**config.mk**
```make
export PLATFORM = sky130hd
export DESIGN_NAME = mem_arbiter
export DESIGN_NICKNAME = d
export VERILOG_FILES = /design/src/rtl/mem_arbiter_pkg.sv /design/src/rtl/mem_arb_timer.sv /design/src/rtl/mem_arbiter.sv
export SDC_FILE = /design/constraint.sdc
export NUM_CORES = 1
export LEC_CHECK = 0
export CAP_MARGIN = 30
export CORE_ASPECT_RATIO = 0.5
export CORE_UTILIZATION = 37
export DETAILED_ROUTE_END_ITERATION = 8
export PLACE_DENSITY_LB_ADDON = 0.2
export SYNTH_ARGS = -nofsm -noshare
export SYNTH_HDL_FRONTEND = slang
export SYNTH_SLANG_ARGS = --single-unit
```
**constraint.sdc**
```tcl
create_clock -name clk -period 3.84 [get_ports clk]
set_input_delay 0.384 -clock clk [delete_from_list [all_inputs] [get_ports clk]]
set_output_delay 0.384 -clock clk [all_outputs]
set_load 0.005 [all_outputs]
```
**src/rtl/mem_arbiter_pkg.sv**
```systemverilog
// ============================================================================
// Module : arm_defs (package)
// Brief  : Shared state encoding and defaults for the IF/MEM memory arbiter.
// Rev    : 1.0 - initial release
// ============================================================================
`default_nettype none

package arm_defs;

    typedef enum logic [2:0] {
        ST_IDLE     = 3'd0,
        ST_BUSY_IF  = 3'd1,
        ST_BUSY_MEM = 3'd2,
        ST_DONE_IF  = 3'd3,
        ST_DONE_MEM = 3'd4
    } mem_arb_state_t;

    localparam int MEM_ARB_TIMEOUT_DFLT = 255;

endpackage

`default_nettype wire

```
**src/rtl/mem_arb_timer.sv**
```systemverilog
// ============================================================================
// Module : mem_arb_timer
// Brief  : BUSY-phase watchdog; expired is high in the TIMEOUT-th enabled cycle.
// Rev    : 1.0 - initial release
// ============================================================================
`default_nettype none

module mem_arb_timer #(
    parameter int TIMEOUT = 255
) (
    input  logic clk,
    input  logic rst,
    input  logic clr,
    input  logic en,
    output logic expired
);

    localparam int CW = $clog2(TIMEOUT + 1);

    logic [CW-1:0] cnt_q;
    logic [CW-1:0] cnt_d;

    // cnt_q holds the number of BUSY cycles already elapsed before this one
    assign expired = en && (cnt_q == CW'(TIMEOUT - 1));

    always_comb begin
        cnt_d = cnt_q;
        if (clr) begin
            cnt_d = '0;
        end else if (en && !expired) begin
            cnt_d = cnt_q + 1'b1;
        end
    end

    always_ff @(posedge clk or posedge rst) begin
        if (rst) begin
            cnt_q <= '0;
        end else begin
            cnt_q <= cnt_d;
        end
    end

endmodule

`default_nettype wire

```
**src/rtl/mem_arbiter.sv**
```systemverilog
// ============================================================================
// Module : mem_arbiter
// Brief  : Shares one req/ack memory between IF (fetch) and MEM (load/store).
//          Optional BUSY watchdog enabled by defining MEM_ARB_TIMEOUT_EN.
// Rev    : 1.0 - initial release
// ============================================================================
`default_nettype none

module mem_arbiter
    import arm_defs::*;
#(
    parameter int ADDR_W  = 32,
    parameter int DATA_W  = 32,
    parameter int TIMEOUT = MEM_ARB_TIMEOUT_DFLT
) (
    input  logic              clk,
    input  logic              rst,
    input  logic              if_req,
    input  logic [ADDR_W-1:0] if_addr,
    output logic [DATA_W-1:0] if_rdata,
    output logic              if_ready,
    input  logic              mem_rd_req,
    input  logic              mem_wr_req,
    input  logic [ADDR_W-1:0] mem_addr,
    input  logic [DATA_W-1:0] mem_wdata,
    output logic [DATA_W-1:0] mem_rdata,
    output logic              mem_ready,
    output logic              freeze_if,
    output logic              freeze_mem,
    output logic              sram_req,
    output logic              sram_we,
    output logic [ADDR_W-1:0] sram_addr,
    output logic [DATA_W-1:0] sram_wdata,
    input  logic [DATA_W-1:0] sram_rdata,
    input  logic              sram_ack,
    output logic              err
);

    mem_arb_state_t    state_q, state_d;
    logic              req_q, req_d;
    logic              we_q, we_d;
    logic [ADDR_W-1:0] addr_q, addr_d;
    logic [DATA_W-1:0] wdata_q, wdata_d;
    logic [DATA_W-1:0] if_rdata_q, if_rdata_d;
    logic [DATA_W-1:0] mem_rdata_q, mem_rdata_d;
    logic              err_q, err_d;
    logic              w_busy;
    logic              w_expired;

    if (TIMEOUT < 1) begin : g_bad_timeout
        $error("mem_arbiter: TIMEOUT must be >= 1");
    end

    assign w_busy = (state_q == ST_BUSY_IF) || (state_q == ST_BUSY_MEM);

`ifdef MEM_ARB_TIMEOUT_EN
    mem_arb_timer #(
        .TIMEOUT (TIMEOUT)
    ) u_timer (
        .clk     (clk),
        .rst     (rst),
        .clr     (!w_busy),
        .en      (w_busy),
        .expired (w_expired)
    );
`else
    assign w_expired = 1'b0;
`endif

    always_comb begin
        state_d     = state_q;
        req_d       = req_q;
        we_d        = we_q;
        addr_d      = addr_q;
        wdata_d     = wdata_q;
        if_rdata_d  = if_rdata_q;
        mem_rdata_d = mem_rdata_q;
        err_d       = err_q;
        case (state_q)
            ST_IDLE: begin
                // MEM holds the older instruction, so it wins a same-cycle tie
                if (mem_rd_req || mem_wr_req) begin
                    state_d = ST_BUSY_MEM;
                    req_d   = 1'b1;
                    we_d    = mem_wr_req;
                    addr_d  = mem_addr;
                    wdata_d = mem_wdata;
                end else if (if_req) begin
                    state_d = ST_BUSY_IF;
                    req_d   = 1'b1;
                    we_d    = 1'b0;
                    addr_d  = if_addr;
                end
            end
            ST_BUSY_IF: begin
                if (sram_ack) begin
                    state_d    = ST_DONE_IF;
                    req_d      = 1'b0;
                    if_rdata_d = sram_rdata;
                end else if (w_expired) begin
                    state_d    = ST_DONE_IF;
                    req_d      = 1'b0;
                    if_rdata_d = '0;
                    err_d      = 1'b1;
                end
            end
            ST_BUSY_MEM: begin
                if (sram_ack) begin
                    state_d = ST_DONE_MEM;
                    req_d   = 1'b0;
                    if (!we_q) begin
                        mem_rdata_d = sram_rdata;
                    end
                end else if (w_expired) begin
                    state_d     = ST_DONE_MEM;
                    req_d       = 1'b0;
                    mem_rdata_d = '0;
                    err_d       = 1'b1;
                end
            end
            ST_DONE_IF, ST_DONE_MEM: begin
                state_d = ST_IDLE;
            end
            default: begin
                state_d = ST_IDLE;
            end
        endcase
    end

    always_ff @(posedge clk or posedge rst) begin
        if (rst) begin
            state_q     <= ST_IDLE;
            req_q       <= 1'b0;
            we_q        <= 1'b0;
            addr_q      <= '0;
            wdata_q     <= '0;
            if_rdata_q  <= '0;
            mem_rdata_q <= '0;
            err_q       <= 1'b0;
        end else begin
            state_q     <= state_d;
            req_q       <= req_d;
            we_q        <= we_d;
            addr_q      <= addr_d;
            wdata_q     <= wdata_d;
            if_rdata_q  <= if_rdata_d;
            mem_rdata_q <= mem_rdata_d;
            err_q       <= err_d;
        end
    end

    assign if_ready   = (state_q == ST_DONE_IF);
    assign mem_ready  = (state_q == ST_DONE_MEM);
    assign if_rdata   = if_rdata_q;
    assign mem_rdata  = mem_rdata_q;
    assign freeze_if  = if_req && !if_ready;
    assign freeze_mem = (mem_rd_req || mem_wr_req) && !mem_ready;
    assign sram_req   = req_q;
    assign sram_we    = we_q;
    assign sram_addr  = addr_q;
    assign sram_wdata = wdata_q;
    assign err        = err_q;

endmodule

`default_nettype wire

```
# Word level (Yosys, flattened, before mapping)
# Cells that the tools add are included.
[totals] latch_bits=0 input_bits=134 mem_count=0 reg_bits=133 wordCells=44 rom_bits=0 mem_bits_rw=0
[op_classes] div_mod_pow=0 eq_ne=8 mul=0 shifts=0 reduce_logical=15 add_sub_neg=0 mux=13 bitwise_logic=1 order_cmp=0
[ops] cell="$mux W32" n=2
[ops] cell="$mux W3" n=4
[ops] cell="$pmux W3 S3" n=1
[ops] cell="$reduce_and A3 Y1" n=3
[ops] cell="$eq A3 B2 Y1 const B" n=2
[ops] cell="$reduce_and A2 Y1" n=3
[ops] cell="$mux W1" n=5
[ops] cell="$ne A2 B2 Y1 const B" n=2
[ops] cell="$reduce_bool A2 Y1" n=2
[ops] cell="$eq A3 B1 Y1 const B" n=1
[ops] cell="$eq A3 B3 Y1 const B" n=1
[ops] cell="$logic_not A3 Y1" n=1
[ops] cell="$ne A3 B3 Y1 const B" n=1
[ops] cell="$logic_and A1 B1 Y1" n=2
[ops] cell="$logic_not A1 Y1" n=2
[ops] cell="$ne A2 B1 Y1 const B" n=1
[ops] cell="$pmux W1 S2" n=1
[ops] cell="$reduce_or A2 Y1" n=1
[ops] cell="$logic_or A1 B1 Y1" n=1
[ops] cell="$not A1 Y1" n=1

# Depth between registers and ports, before layout
# Gate-level depths: netlist of the first run.
[logic_depth] ltp_word=4 depth_mapped=6 mapped_depth_nobuf=3

# Worst setup path after synthesis of the first run
# OpenSTA, ideal clock, no wires.
[synth_timing] path_type="register to register" from="register state_q[0]" to="register mem_rdata_q[0], in the netlist mem_rdata[0]" path_stages_with_launch=7 path_buffers=3 setup_ns=0.127 required_ns=3.713 path_slack_ns=2.231 period_less_slack_ns=1.609 t_arrival_ns=1.482 cell_sequence="dfrtp_1 -> buf_4 -> nor4bb_4 -> and2_1 -> buf_4 -> buf_6 -> mux2_1"
[synth_via] elab_chain_cells=2
[synth_lines] item="start, declared" line="mem_arbiter.sv:39" text="mem_arb_state_t state_q, state_d;"
[synth_lines] item="start signal, assigned" line="mem_arbiter.sv:141" text="state_q <= state_d;"
[synth_lines] item="$eq A3 B2 Y1" line="mem_arbiter.sv:79" text="case (state_q)"
[synth_lines] item="$reduce_and A3 Y1 (no source line)"
[synth_lines] item="end signal, assigned" line="mem_arbiter.sv:147" text="mem_rdata_q <= mem_rdata_d;"
[synth_lines] item="end, declared" line="mem_arbiter.sv:45" text="logic [DATA_W-1:0] mem_rdata_q, mem_rdata_d;"
# Every way passes these cells.
# A chain may end at the register's enable or synchronous reset.

# Worst setup path in the final report of the first run
[layout_timing] from="input mem_wr_req" to="output freeze_mem"
[layout_via] elab_chain_cells=2
[layout_lines] item="start, declared" line="mem_arbiter.sv:23" text="input logic mem_wr_req,"
[layout_lines] item="$logic_or A1 B1 Y1" line="mem_arbiter.sv:157" text="assign freeze_mem = (mem_rd_req || mem_wr_req) && !mem_ready;"
[layout_lines] item="$logic_and A1 B1 Y1" line="mem_arbiter.sv:157"
[layout_lines] item="end, declared" line="mem_arbiter.sv:29" text="output logic freeze_mem,"
# Every way passes these cells.

==> impl_results.html, run 1 <==
<table>
<tr><th>Metric</th><th>Value</th></tr>
<tr><th colspan="2">Outcome</th></tr>
<tr><td>Outcome</td><td>completed</td></tr>
<tr><th colspan="2">Synth</th></tr>
<tr><td>Synthesis Warnings</td><td>0</td></tr>
<tr><td>Sequential share of the synthesized area</td><td>61.1%</td></tr>
<tr><td>Combined area of all synthesized cells</td><td>0.00545 mm^2</td></tr>
<tr><td>Largest area contributor in the netlist</td><td>sky130_fd_sc_hd__dfrtp_1</td></tr>
<tr><td>Share of Yosys cell area claimed by the top area cell type</td><td>61.1%</td></tr>
<tr><td>EDFF count, synth</td><td>0</td></tr>
<tr><td>Top area cells in the synthesized netlist</td><td>sky130_fd_sc_hd__dfrtp_1 (61%), sky130_fd_sc_hd__mux2_2 (26%), sky130_fd_sc_hd__mux2_1 (6.6%)</td></tr>
<tr><td>Gate count of the mapped netlist</td><td>340</td></tr>
<tr><td>Net count after synthesis</td><td>474</td></tr>
<tr><td>Number of flip-flops and latches in the synthesized netlist</td><td>133</td></tr>
<tr><td>Most used flip-flop cell after synthesis</td><td>sky130_fd_sc_hd__dfrtp_1</td></tr>
<tr><td>Share of flip-flops with an asynchronous set or reset</td><td>100%</td></tr>
<tr><td>Library cells used by synthesis</td><td>23</td></tr>
<tr><td>Synthesized area divided by synthesized cell count</td><td>16.0 um^2</td></tr>
<tr><th colspan="2">Die</th></tr>
<tr><td>X dimension of the die</td><td>174 um</td></tr>
<tr><td>Initial cell density of the core</td><td>39.0%</td></tr>
<tr><td>Die Area</td><td>0.0152 mm^2</td></tr>
<tr><td>Total core area</td><td>0.0140 mm^2</td></tr>
<tr><td>DIE HEIGHT</td><td>87.8 um</td></tr>
<tr><td>Count of boundary I/O pins</td><td>269</td></tr>
<tr><td># rows</td><td>30</td></tr>
<tr><th colspan="2">Clock tree</th></tr>
<tr><td>Clock tree from TritonCTS</td><td>yes</td></tr>
<tr><td>Cts bufs inserted</td><td>17</td></tr>
<tr><td>Clk pin slew, worst setup/hold paths</td><td>0.06 ns</td></tr>
<tr><td>CTS root buffer</td><td>sky130_fd_sc_hd__clkbuf_16</td></tr>
<tr><td>Number of buffers inserted to repair setup after CTS</td><td>0</td></tr>
<tr><td>Max clock buf depth</td><td>2</td></tr>
<tr><td>Hold-fix buffer count after cts</td><td>0</td></tr>
<tr><td>Deepest level of the CTS H-tree</td><td>4</td></tr>
<tr><td>Number of resized instances in the post-cts repair step</td><td>0</td></tr>
<tr><td>Number of sinks on the clock net</td><td>133</td></tr>
<tr><td>Skew-Pair Late Insertion Delay</td><td>0.40 ns</td></tr>
<tr><th colspan="2">GRT</th></tr>
<tr><td>First-pass GRT wire length</td><td>20.6 mm</td></tr>
<tr><td>Largest net degree at the start of global routing</td><td>62</td></tr>
<tr><td>Total routing usage reported by global routing</td><td>17.5%</td></tr>
<tr><td>GRT overflow</td><td>0</td></tr>
<tr><td>Vias in the first global route</td><td>3960</td></tr>
<tr><td>Number of antenna violations at the first check in global routing</td><td>0</td></tr>
<tr><th colspan="2">Placed design</th></tr>
<tr><td>Routability congestion estimate from global placement</td><td>0.736</td></tr>
<tr><td>Number of I/O port buffers</td><td>267</td></tr>
<tr><td>Worst slack, placed</td><td>1.43 ns</td></tr>
<tr><td>Final HPWL from detailed placement</td><td>9.54 mm</td></tr>
<tr><th colspan="2">Timing</th></tr>
<tr><td>Setup TNS</td><td>0 ns</td></tr>
<tr><td>Highest attainable clock frequency</td><td>415 MHz</td></tr>
<tr><td>Final worst slack</td><td>1.43 ns</td></tr>
<tr><td>Max Slew Vio Count</td><td>0</td></tr>
<tr><td>RSZ-0062 raised after global routing</td><td>no</td></tr>
<tr><td>Final setup violation count</td><td>0</td></tr>
<tr><td>Endpoints failing hold</td><td>0</td></tr>
<tr><td>Fin crit period</td><td>2.41 ns</td></tr>
<tr><td>Worst slack on hold paths</td><td>0.286 ns</td></tr>
<tr><td>Clk_skew</td><td>0.00796 ns</td></tr>
<tr><td>Period utilization</td><td>62.8%</td></tr>
<tr><th colspan="2">Route</th></tr>
<tr><td>DRT antenna net count</td><td>0</td></tr>
<tr><td>Violation count after the first detailed-route iteration</td><td>130</td></tr>
<tr><td>DR vias/cell</td><td>4.57</td></tr>
<tr><td>Drt first pass iters</td><td>4</td></tr>
<tr><td>Post-route DRC</td><td>0</td></tr>
<tr><td>Routed vias</td><td>3741</td></tr>
<tr><td>DRT Wirelength</td><td>13.0 mm</td></tr>
<tr><td>Routed wirelength normalized by instance count</td><td>15.9 um</td></tr>
<tr><th colspan="2">Cells and area</th></tr>
<tr><td>Leading cell types in the layout, fill and taps excluded</td><td>sky130_fd_sc_hd__clkdlybuf4s50_1 (267), sky130_fd_sc_hd__dfrtp_1 (133), sky130_fd_sc_hd__mux2_2 (128)</td></tr>
<tr><td>Post-route core utilization</td><td>63.9%</td></tr>
<tr><td>Fraction of layout instances using a drive strength above 1</td><td>27.6%</td></tr>
<tr><td>Most common cell after layout, fill and taps aside</td><td>sky130_fd_sc_hd__clkdlybuf4s50_1</td></tr>
<tr><td>Fin nets</td><td>748</td></tr>
<tr><td>Number of diodes added for antenna fixing</td><td>0</td></tr>
<tr><td>Fill cells</td><td>1119</td></tr>
<tr><td>Area growth from synthesis to layout</td><td>63.8%</td></tr>
<tr><th colspan="2">Setup path</th></tr>
<tr><td>Highest fanout seen on the critical path</td><td>33</td></tr>
<tr><td>Startpoint class of the critical path</td><td>input pin</td></tr>
<tr><td>Element type at the critical path end</td><td>primary output</td></tr>
<tr><td>Worst Setup Path Type</td><td>input pin to primary output</td></tr>
<tr><td>Worst EP arrival</td><td>2.03 ns</td></tr>
<tr><td>Endpoint required time on the critical path</td><td>3.46 ns</td></tr>
<tr><th colspan="2">Power and ir drop</th></tr>
<tr><td>Power Internal</td><td>5.14 mW</td></tr>
<tr><td>Worst ir drop on vdd</td><td>0.349 mV</td></tr>
<tr><td>Reg power frac</td><td>35.4%</td></tr>
<tr><td>NetSw</td><td>1.85 mW</td></tr>
<tr><td>Areal power density over the cells</td><td>783 mW/mm^2</td></tr>
<tr><td>Comb power frac</td><td>41.1%</td></tr>
<tr><td>Lkg Pwr</td><td>3.66 nW</td></tr>
<tr><td>Switching fraction of total power</td><td>26.4%</td></tr>
<tr><td>Proportion of power drawn by the clock network</td><td>23.5%</td></tr>
<tr><th colspan="2">Worst hold path</th></tr>
<tr><td>Class of the worst hold path</td><td>input pin to asynchronous set/reset pin</td></tr>
<tr><th colspan="2">Run</th></tr>
<tr><td>Max Cap Violations</td><td>0</td></tr>
</table>
[kinds of logic (layout without fill, tap and decap cells)]
kind of cell,after synthesis,count (layout),share of synthesized area [%]
muxes,160,160,33.1
buffers and inverters,23,310,2.85
DFF,133,133,61.1
and+or+nand+nor,14,14,1.84
other,1,1,0.0689
xor gates and xnor gates,1,1,0.161
AOI/OAI and AO/OA,8,8,0.873
[cell type report]
type / count / area, um^2 / share of cell area, %
Clock inverter: 14 / 176 / 1.98
Tap cell: 192 / 240 / 2.69
Multi-Input combinational cell: 184 / 1970 / 22.1
Inverter: 3 / 15.0 / 0.168
Clock buffer: 18 / 429 / 4.81
Timing Repair Buffer: 275 / 2760 / 30.9
Sequential cell: 133 / 3330 / 37.3
[path summary, 6_finish.rpt]
kind | startpoint | end | slack [ns] | depth (start not counted)
setup / recovery | mem_wr_req | freeze_mem | 1.43 | 5
hold / removal | rst | sram_wdata[13]$_DFFE_PP0P_ | 0.29 | 2
setup reg to reg | state_q[0]$_DFFE_PP0P_ | sram_addr[12]$_DFFE_PP0P_ | 1.88 | 4
hold reg to reg | mem_rdata[12]$_DFFE_PP0P_ | mem_rdata[12]$_DFFE_PP0P_ | 0.48 | 1
max in group asynchronous | rst | if_rdata[16]$_DFFE_PP0P_ | 2.68 | 4
min in group clk | mem_rdata[12]$_DFFE_PP0P_ | mem_rdata[12]$_DFFE_PP0P_ | 0.48 | 1
[per-layer routing]
metal | vias up | routed length [um] | share of wire [%] | global-route usage (%)
met4 | 0 | 135 | 1.0 | 6.60
met2 | 121 | 6870 | 53 | 31.7
li1 | 1750 | - | - | -
met3 | 10 | 797 | 6.1 | 4.51
met1 | 1860 | 5240 | 40 | 20.4
met5 | - | 0 | 0 | 0
[state kept, by name, indices dropped and copies added, names as in the netlist]
register    flops
if_rdata       32
sram_addr      32
mem_rdata      32
sram_wdata     32
sram_we         1
sram_req        1
state_q         3
[critical path: stages]
cell and delay (ns):
sky130_fd_sc_hd__clkdlybuf4s50_1 0.48, sky130_fd_sc_hd__nor2_2 0.19, sky130_fd_sc_hd__buf_4 0.39, sky130_fd_sc_hd__nor2_1 0.10, sky130_fd_sc_hd__clkdlybuf4s50_1 0.47
[Yosys cell counts, types with 2 or more instances]
cell / number
sky130_fd_sc_hd__nor3_2: 2
sky130_fd_sc_hd__mux2_2: 128
sky130_fd_sc_hd__nand2_1: 2
sky130_fd_sc_hd__dfrtp_1: 133
sky130_fd_sc_hd__and2_1: 2
sky130_fd_sc_hd__mux2_1: 32
sky130_fd_sc_hd__nor2_1: 3
sky130_fd_sc_hd__buf_2: 7
sky130_fd_sc_hd__buf_4: 10
sky130_fd_sc_hd__a21oi_1: 3
sky130_fd_sc_hd__inv_1: 3
sky130_fd_sc_hd__o21ai_0: 2
sky130_fd_sc_hd__buf_6: 3
[through the flow]
step / power [mW] / std cells / area [um^2]
floorplan: 3.62 / 340 / 5450
global placement: 5.35 / 786 / 8290
detailed placement: 5.41 / 787 / 8310
CTS: 7.10 / 819 / 8920
global route: 7.39 / 819 / 8920
finish: 6.98 / 819 / 8920
[power by group through the flow]
stage                     logic (mW)  registers, mW  clock network, mW
after floorplan                 1.10           2.52                  0
after global placement          2.89           2.46                  0
after detailed placement        2.91           2.50                  0
after CTS                       2.93           2.49               1.69
after global routing            3.06           2.57               1.76
final                           2.87           2.47               1.64
Power figures use the tool's default switching activity.
==> run 2: changes to the inputs <==
clock period = 2.2 ns   (was 3.84 ns; I/O delays follow)
==> impl_results.html, run 2 (same netlist as run 1, synthesis figures left out) <==
<table>
<tr><th>Metric</th><th>Value</th></tr>
<tr><th colspan="2">Die</th></tr>
<tr><td>DIE HEIGHT</td><td>87.8 um</td></tr>
<tr><td>Count of boundary I/O pins</td><td>269</td></tr>
<tr><td>Initial cell density of the core</td><td>39.0%</td></tr>
<tr><td>Total core area</td><td>0.0140 mm^2</td></tr>
<tr><td># rows</td><td>30</td></tr>
<tr><td>Die Area</td><td>0.0152 mm^2</td></tr>
<tr><td>X dimension of the die</td><td>174 um</td></tr>
<tr><th colspan="2">Clock tree</th></tr>
<tr><td>Deepest level of the CTS H-tree</td><td>4</td></tr>
<tr><td>CTS root buffer</td><td>sky130_fd_sc_hd__clkbuf_16</td></tr>
<tr><td>Hold-fix buffer count after cts</td><td>0</td></tr>
<tr><td>Cts bufs inserted</td><td>17</td></tr>
<tr><td>Number of sinks on the clock net</td><td>133</td></tr>
<tr><td>Skew-Pair Late Insertion Delay</td><td>0.40 ns</td></tr>
<tr><td>Number of resized instances in the post-cts repair step</td><td>0</td></tr>
<tr><td>Clk pin slew, worst setup/hold paths</td><td>0.06 ns</td></tr>
<tr><td>Max clock buf depth</td><td>2</td></tr>
<tr><td>Number of buffers inserted to repair setup after CTS</td><td>0</td></tr>
<tr><td>Clock tree from TritonCTS</td><td>yes</td></tr>
<tr><th colspan="2">GRT</th></tr>
<tr><td>Largest net degree at the start of global routing</td><td>63</td></tr>
<tr><td>GRT overflow</td><td>0</td></tr>
<tr><td>Total routing usage reported by global routing</td><td>17.8%</td></tr>
<tr><td>First-pass GRT wire length</td><td>20.9 mm</td></tr>
<tr><td>Vias in the first global route</td><td>3958</td></tr>
<tr><td>Number of antenna violations at the first check in global routing</td><td>0</td></tr>
<tr><th colspan="2">Outcome</th></tr>
<tr><td>Outcome</td><td>completed</td></tr>
<tr><th colspan="2">Setup path</th></tr>
<tr><td>Number of cells on the worst reg-to-reg path</td><td>4</td></tr>
<tr><td>Worst Setup Path Type</td><td>register to primary output</td></tr>
<tr><td>Startpoint class of the critical path</td><td>register</td></tr>
<tr><td>Startpoint of the lowest-slack register-to-register path</td><td>state_q[0]$_DFFE_PP0P_</td></tr>
<tr><td>Element type at the critical path end</td><td>primary output</td></tr>
<tr><td>Register-to-register setup slack</td><td>0.36 ns</td></tr>
<tr><td>Worst EP arrival</td><td>1.84 ns</td></tr>
<tr><td>Worst r2r dst</td><td>sram_addr[11]$_DFFE_PP0P_</td></tr>
<tr><td>Endpoint required time on the critical path</td><td>1.98 ns</td></tr>
<tr><td>Highest fanout seen on the critical path</td><td>7</td></tr>
<tr><th colspan="2">Cells and area</th></tr>
<tr><td>Post-route core utilization</td><td>64.4%</td></tr>
<tr><td>Leading cell types in the layout, fill and taps excluded</td><td>sky130_fd_sc_hd__clkdlybuf4s50_1 (267), sky130_fd_sc_hd__dfrtp_1 (133), sky130_fd_sc_hd__mux2_2 (128)</td></tr>
<tr><td>Number of diodes added for antenna fixing</td><td>0</td></tr>
<tr><td>Fin nets</td><td>747</td></tr>
<tr><td>Finished Layout Cells</td><td>816</td></tr>
<tr><td>Most common cell after layout, fill and taps aside</td><td>sky130_fd_sc_hd__clkdlybuf4s50_1</td></tr>
<tr><td>Post-layout instance area</td><td>0.00899 mm^2</td></tr>
<tr><td>Area growth from synthesis to layout</td><td>65.1%</td></tr>
<tr><td>Fraction of layout instances using a drive strength above 1</td><td>27.4%</td></tr>
<tr><th colspan="2">Placed design</th></tr>
<tr><td>Number of I/O port buffers</td><td>267</td></tr>
<tr><td>Number of placed instances with taps included</td><td>786</td></tr>
<tr><td>Routability congestion estimate from global placement</td><td>0.741</td></tr>
<tr><td>Final HPWL from detailed placement</td><td>9.58 mm</td></tr>
<tr><td>Area after DPL</td><td>0.00837 mm^2</td></tr>
<tr><th colspan="2">Route</th></tr>
<tr><td>DR vias/cell</td><td>4.62</td></tr>
<tr><td>Violation count after the first detailed-route iteration</td><td>143</td></tr>
<tr><td>Drt first pass iters</td><td>4</td></tr>
<tr><td>DRT Wirelength</td><td>13.2 mm</td></tr>
<tr><td>Post-route DRC</td><td>0</td></tr>
<tr><td>Routed vias</td><td>3767</td></tr>
<tr><td>Routed wirelength normalized by instance count</td><td>16.2 um</td></tr>
<tr><td>DRT antenna net count</td><td>0</td></tr>
<tr><th colspan="2">Timing</th></tr>
<tr><td>Highest attainable clock frequency</td><td>485 MHz</td></tr>
<tr><td>Max Slew Vio Count</td><td>0</td></tr>
<tr><td>Endpoints failing hold</td><td>0</td></tr>
<tr><td>Setup TNS</td><td>0 ns</td></tr>
<tr><td>RSZ-0062 raised after global routing</td><td>no</td></tr>
<tr><td>Clk_skew</td><td>0.00973 ns</td></tr>
<tr><td>Period utilization</td><td>93.7%</td></tr>
<tr><td>Fin crit period</td><td>2.06 ns</td></tr>
<tr><td>Final setup violation count</td><td>0</td></tr>
<tr><th colspan="2">Power and ir drop</th></tr>
<tr><td>Worst ir drop on vdd</td><td>0.557 mV</td></tr>
<tr><td>Lkg Pwr</td><td>3.67 nW</td></tr>
<tr><td>Areal power density over the cells</td><td>1380 mW/mm^2</td></tr>
<tr><td>Overall power after layout</td><td>12.4 mW</td></tr>
<tr><th colspan="2">Run</th></tr>
<tr><td>Max Cap Violations</td><td>0</td></tr>
<tr><th colspan="2">Worst hold path</th></tr>
<tr><td>Class of the worst hold path</td><td>input pin to asynchronous set/reset pin</td></tr>
</table>
==> run 2: area by class of cell <==
type	count	area, um^2
timing repair buffer	274	2810
sequential	133	3330
multi-input combinational	184	1970
inverter	3	15.0
fill	1091	4980
clock buffer	18	439
clock inverter	12	180
tap	192	240
==> run 2: per-layer routing <==
layer	routed length (um)	global-route usage, %	share of wire [%]	vias to the layer above
met5	0	0	0	-
met4	259	7.40	2.0	0
met3	853	4.90	6.4	19
met2	6820	31.8	52	132
met1	5290	20.7	40	1868
li1	-	-	-	1748
==> run 2: power by group <==
| group | internal (mW) | leakage, nW | switching (mW) | total [mW] |
|---|---|---|---|---|
| combinational | 3.55 | 1.80 | 1.55 | 5.10 |
| clock | 1.92 | 0.287 | 1.05 | 2.97 |
| sequential | 3.69 | 1.58 | 0.621 | 4.31 |
| total | 9.16 | 3.67 | 3.22 | 12.4 |
==> run 2: worst max-delay path, stage by stage (launching register included) <==
cell	delay, ns
sky130_fd_sc_hd__dfrtp_1	0.54
sky130_fd_sc_hd__nor2_1	0.11
sky130_fd_sc_hd__and2_1	0.20
sky130_fd_sc_hd__nor2_1	0.09
sky130_fd_sc_hd__clkdlybuf4s50_1	0.51
==> run 2: how the worst max path moves through the flow <==
| stage | start | endpoint | slack [ns] | cells after the start |
|---|---|---|---|---|
| final | state_q[0]$_DFFE_PP0P_ | freeze_mem | 0.14 | 4 |
| after CTS | state_q[0]$_DFFE_PP0P_ | freeze_mem | 0.12 | 4 |
| after detailed placement | sram_ack | mem_rdata[31]$_DFFE_PP0P_ | 0.21 | 5 |
| after global placement | sram_ack | mem_rdata[28]$_DFFE_PP0P_ | 0.24 | 5 |
| after global routing | state_q[1]$_DFFE_PP0P_ | freeze_mem | 0.04 | 4 |
| after floorplan | rst | if_rdata[0]$_DFFE_PP0P_ | 0.33 | 1 |
==> run 2: stage by stage <==
stage                     hold WS (ns)  worst slack (ns)
final                            0.186             0.139
after global routing             0.207            0.0352
after CTS                        0.181             0.119
after detailed placement         0.474             0.207
after global placement           0.468             0.242
after floorplan                  0.337             0.329
